===== config.mk =====
export PLATFORM = sky130hd
export DESIGN_NAME = bcd_counter_n
export DESIGN_NICKNAME = d
export VERILOG_FILES = /design/src/rtl/bcd_counter_n.sv
export SDC_FILE = /design/constraint.sdc
export NUM_CORES = 1
export LEC_CHECK = 0
export CAP_MARGIN = 20
export CORE_MARGIN = 2
export CORE_UTILIZATION = 50
export DETAILED_ROUTE_END_ITERATION = 10
export PLACE_DENSITY = 0.82
export SETUP_SLACK_MARGIN = 0.1
export SLEW_MARGIN = 20
export SYNTH_ARGS = -nofsm -noshare
export SYNTH_HDL_FRONTEND = slang
export SYNTH_SLANG_ARGS = --single-unit
export TNS_END_PERCENT = 5

===== constraint.sdc =====
create_clock -name clk -period 2.72 [get_ports clk]
set_input_delay 0.408 -clock clk [delete_from_list [all_inputs] [get_ports clk]]
set_output_delay 0.408 -clock clk [all_outputs]
set_load 0.05 [all_outputs]

===== src/rtl/bcd_counter_n.sv =====
// bcd_counter_n: registered N-digit BCD up/down counter with load/clear.
// Option BCD_COUNTER_SATURATE_EN: clamp at all-9s/all-0s instead of wrap.
module bcd_counter_n #(
  parameter int DIGITS = 3
) (
  input  logic                clk,
  input  logic                rst_n,
  input  logic                clr,
  input  logic                load,
  input  logic [4*DIGITS-1:0] load_val,
  input  logic                inc,
  input  logic                dec,
  output logic [4*DIGITS-1:0] count,
  output logic                carry,
  output logic                borrow,
  output logic                at_max,
  output logic                at_zero,
  output logic                load_err
);

  localparam int W = 4*DIGITS;

  logic [W-1:0]             r_count;
  logic                     r_carry;
  logic                     r_borrow;
  logic                     r_load_err;

  logic [DIGITS-1:0][3:0]   w_dig;
  logic [DIGITS:0]          w_lo9;
  logic [DIGITS:0]          w_lo0;
  logic [DIGITS-1:0]        w_ld_bad;
  logic [DIGITS-1:0]        w_raw9;
  logic [DIGITS-1:0]        w_raw0;
  logic [W-1:0]             w_ld;
  logic [W-1:0]             w_up;
  logic [W-1:0]             w_dn;
  logic [W-1:0]             w_up_nx;
  logic [W-1:0]             w_dn_nx;
  logic                     w_all9;
  logic                     w_all0;
  logic                     w_step_up;
  logic                     w_step_dn;

  assign w_lo9[0] = 1'b1;
  assign w_lo0[0] = 1'b1;

  // Per-digit sanitising and ripple chains.
  // w_lo9[k]/w_lo0[k]: every digit below k is 9 / 0.
  for (genvar k = 0; k < DIGITS; k++) begin : g_dig
    assign w_dig[k] =
      (r_count[4*k +: 4] > 4'd9) ? 4'd9
                                 : r_count[4*k +: 4];

    assign w_ld_bad[k] = load_val[4*k +: 4] > 4'd9;

    assign w_ld[4*k +: 4] =
      w_ld_bad[k] ? 4'd9 : load_val[4*k +: 4];

    assign w_lo9[k+1] = w_lo9[k] & (w_dig[k] == 4'd9);
    assign w_lo0[k+1] = w_lo0[k] & (w_dig[k] == 4'd0);

    assign w_up[4*k +: 4] =
      !w_lo9[k]          ? w_dig[k] :
      (w_dig[k] == 4'd9) ? 4'd0
                         : w_dig[k] + 4'd1;

    assign w_dn[4*k +: 4] =
      !w_lo0[k]          ? w_dig[k] :
      (w_dig[k] == 4'd0) ? 4'd9
                         : w_dig[k] - 4'd1;

    assign w_raw9[k] = r_count[4*k +: 4] == 4'd9;
    assign w_raw0[k] = r_count[4*k +: 4] == 4'd0;
  end

  assign w_all9 = w_lo9[DIGITS];
  assign w_all0 = w_lo0[DIGITS];

  assign w_step_up = inc & ~dec;
  assign w_step_dn = dec & ~inc;

`ifdef BCD_COUNTER_SATURATE_EN
  assign w_up_nx = w_all9 ? r_count : w_up;
  assign w_dn_nx = w_all0 ? r_count : w_dn;
`else
  assign w_up_nx = w_up;
  assign w_dn_nx = w_dn;
`endif

  // Count register: clr > load > single-direction step.
  always_ff @(posedge clk or negedge rst_n) begin
    if (!rst_n) begin
      r_count    <= '0;
      r_carry    <= 1'b0;
      r_borrow   <= 1'b0;
      r_load_err <= 1'b0;
    end else begin
      r_carry    <= 1'b0;
      r_borrow   <= 1'b0;
      r_load_err <= 1'b0;
      if (clr) begin
        r_count <= '0;
      end else if (load) begin
        r_count    <= w_ld;
        r_load_err <= |w_ld_bad;
      end else if (w_step_up) begin
        r_count <= w_up_nx;
        r_carry <= w_all9;
      end else if (w_step_dn) begin
        r_count  <= w_dn_nx;
        r_borrow <= w_all0;
      end
    end
  end

  assign count    = r_count;
  assign carry    = r_carry;
  assign borrow   = r_borrow;
  assign load_err = r_load_err;
  assign at_max   = &w_raw9;
  assign at_zero  = &w_raw0;

endmodule

==> flow_metrics.env, run 1 <==
export IMPL_status="finished, final reports clean"
export IMPL_slowest_stage="dlygate4sd2_1"
export IMPL_power_share_sequential_pct=33.5
export IMPL_wl_per_cell_um=17.0
export IMPL_via_per_inst=6.45
export IMPL_synth_avg_cell_area_um2=7.67
export IMPL_antenna_left=0
export IMPL_skew_ns=0.00223
export IMPL_antenna_cells=0
export IMPL_pwr_share_clk_pct=17.0
export IMPL_hold_viol=0
export IMPL_numClockSinks=15
export IMPL_ioPinCount=35
export IMPL_fmax_ghz=0.415
export IMPL_grt_pass1_vias=1574
export IMPL_maxSlewHeadroom_pct=52.5
export IMPL_synth_distinct_cells=55
export IMPL_slew_violations=0
export IMPL_dieArea_um2=3400
export IMPL_synth_edf_count=0
export IMPL_rows=19
export IMPL_p_sw_mw=0.344
export IMPL_p_sw_share_pct=43.2
export IMPL_utilization_pct=68.2
export IMPL_cp_required_ns=2.31
export IMPL_die_x_um=58.3
export IMPL_min_period_over_period_pct=88.6
export IMPL_cp_end_kind="primary output"
export IMPL_crit_type="reg2out"
export IMPL_path_clk_slew_ns=0.10
export IMPL_grt_pass1_wl_um=7220
export IMPL_drc=0
export IMPL_path_max_fanout=8
export IMPL_crit_path_max_incr_delay_ns=0.56
export IMPL_dr_total_vias=1676
export IMPL_tritoncts="built"
export IMPL_clockBufferDepth=2
export IMPL_hold_buffers=0
export IMPL_power_density_nw_per_um2=420
export IMPL_pre_cts_ws_ns=0.351
export IMPL_setup_viol=0
export IMPL_dr_pass1_iters=5
export IMPL_drive_above_1_share_pct=11.4
export IMPL_die_h_um=58.3
export IMPL_cp_start_kind="flip-flop"
export IMPL_track_usage_pct=27.6
export IMPL_path_cells="or2_1, nor2_1, nor4b_2, dlygate4sd2_1"
export IMPL_crit_arrival_ns=2.00
export IMPL_yosys_warnings=0
export IMPL_path_delay_family="simple AND/OR/NAND/NOR gates"
export IMPL_cts_buffers=3
export IMPL_ys_seq_area_share_pct=25.5
export IMPL_grt_overflow=0
export IMPL_routed_wl_um=4430
export IMPL_synth_area_um2=1470
export IMPL_place_gp_congestion=0.946
export IMPL_p_leak_nw=0.787
export IMPL_fin_ws_ns=0.310
export IMPL_tightestPinTransition_ns=0.711
export IMPL_combPwrFrac_pct=49.5
export IMPL_grt_setup_unrepaired="false"
export IMPL_antenna_found_initial=0
export IMPL_synthArstFlopShare_pct=100
export IMPL_ir_worst_vdd_mv=0.406
export IMPL_drt_iter0_drc=145
export IMPL_area_delta_synth_final_pct=28.7
export IMPL_synthFlopType="dfrtp_1"
export IMPL_synth_seq_cells=15
export IMPL_cap_violations=0
export IMPL_period_needed_ns=2.41
export IMPL_htree_levels=1
export IMPL_cts_root_buf="clkbuf_4"
export IMPL_hold_path_class="in2async"
export IMPL_nets=255
export IMPL_setup_tns_ns=0
export IMPL_start_util_pct=52.9
export IMPL_syn_inst=192
export IMPL_power_internal_mw=0.452
export IMPL_port_buffers=34
export IMPL_core_um2=2780
export IMPL_syn_nets=217
export IMPL_nFillCells=226
export IMPL_dp_hpwl_um=3390
export IMPL_crit_buf_inv=1
export IMPL_grt_max_degree=19
export IMPL_worst_skew_pair_late_latency_ns=0.29
[routing by layer]
layer  track usage, %  wire length (µm)  vias to the layer above
li1                 -                 -                      774
met2             46.4              2140                      117
met4             11.3               127                        0
met5                0                 0                        -
met1             34.0              1750                      768
met3             6.03               417                       17
[final timing paths]
| path | from | to | slack, ns | depth (start not counted) |
|---|---|---|---|---|
| min reg2reg | count[10] | borrow | 0.61 | 1 |
| min | rst_n | count[7] | 0.53 | 1 |
| max reg2reg | count[1] | count[4] | 0.39 | 9 |
| min in group clk | count[10] | borrow | 0.61 | 1 |
| max in group asynchronous | rst_n | count[3] | 1.74 | 1 |
| max | count[10] | at_zero | 0.31 | 4 |
[cell usage after synthesis, drive strengths merged, types with 4 or more instances]
library cell  number  area share, %
nand3              6            2.4
clkbuf             8            2.7
ha                 7            5.9
nand2             20            5.6
inv               11            2.8
o211ai             4            2.0
nand2b             6            2.5
dfrtp             15             25
a31oi              4            1.7
o21ai             16            5.4
nor3               5            2.0
a21oi             12            4.1
nor2              22            5.6
nand4              4            1.7
[layout by cell type, fill, tap and decap left out, drive strengths merged, types with 2 or more instances in the layout]
master | netlist | final
nor2b | 2 | 2
ha | 7 | 7
nand2b | 6 | 6
nor3 | 5 | 5
a311oi | 2 | 2
clkbuf | 8 | 4
nor2 | 22 | 22
xor2 | 2 | 2
o31ai | 3 | 3
or2 | 3 | 3
dfrtp | 15 | 15
o211ai | 4 | 4
nand3 | 6 | 6
buf | 3 | 11
nand2 | 20 | 20
clkdlybuf4s50 | 0 | 32
a31oi | 4 | 4
mux2i | 3 | 3
a21oi | 12 | 12
nand4 | 4 | 4
nor4 | 3 | 3
and3 | 2 | 2
o22ai | 2 | 2
o21ai | 16 | 16
xnor2 | 2 | 2
inv | 11 | 11
or3b | 3 | 3
[kinds of logic after synthesis]
kind of cell | count (synthesis) | synth area share, %
AO/OA/AOI/OAI | 55 | 24.5
AND/OR/NAND/NOR | 85 | 31.6
adder cells (fa/ha/maj) | 7 | 5.95
flip-flops | 15 | 25.5
multiplexers | 4 | 2.80
XOR/XNOR | 4 | 2.38
buffers and inverters | 22 | 7.31
[final cells by class]
class,instances,area (µm²),area share (%)
Timing Repair Buffer,44,412,21.7
Clock buffer,4,26.3,1.39
Multi-Input combinational cell,155,1000,52.9
Tap cell,31,38.8,2.05
Sequential cell,15,375,19.8
Inverter,11,41.3,2.18
[registers in the layout, summed over array words and instances, names as in the netlist]
register / count
load_err: 1
borrow: 1
carry: 1
count: 12
[per-stage QoR]
step                      std cells  power, mW  hold WS [ns]  area [µm²]
after CTS                       260      0.791         0.561        1900
after detailed placement        256      0.659         0.586        1870
after global routing            260      0.838         0.576        1900
final                           260      0.796         0.534        1900
after floorplan                 192      0.527         0.112        1490
after global placement          256      0.652         0.572        1870
[what timing repair did]
item / CTS / global route
setup buffers: 0 / 0
resized for setup: 1 / 0
hold endpoints to repair: 0 / 0
setup endpoints to repair: 1 / 0
[power groups by stage]
stage / Clock (mW) / Combinational (mW) / Sequential (mW)
after global routing: 0.146 / 0.422 / 0.269
after floorplan: 0 / 0.207 / 0.320
after detailed placement: 0 / 0.389 / 0.270
after global placement: 0 / 0.382 / 0.270
final: 0.136 / 0.394 / 0.267
after CTS: 0.136 / 0.390 / 0.266
(Power assumes the default switching activity.)
==> run 2, diff against run 1 <==
--- a/config.mk
+++ b/config.mk
@@ -5,7 +5,7 @@
 export SDC_FILE = /design/constraint.sdc
 export NUM_CORES = 1
 export LEC_CHECK = 0
-export CAP_MARGIN = 20
+export CAP_MARGIN = 10
 export CORE_MARGIN = 2
 export CORE_UTILIZATION = 50
 export DETAILED_ROUTE_END_ITERATION = 10
==> results of run 2 <==
No change in the layout: final DEF, timing and power equal those of run 1.
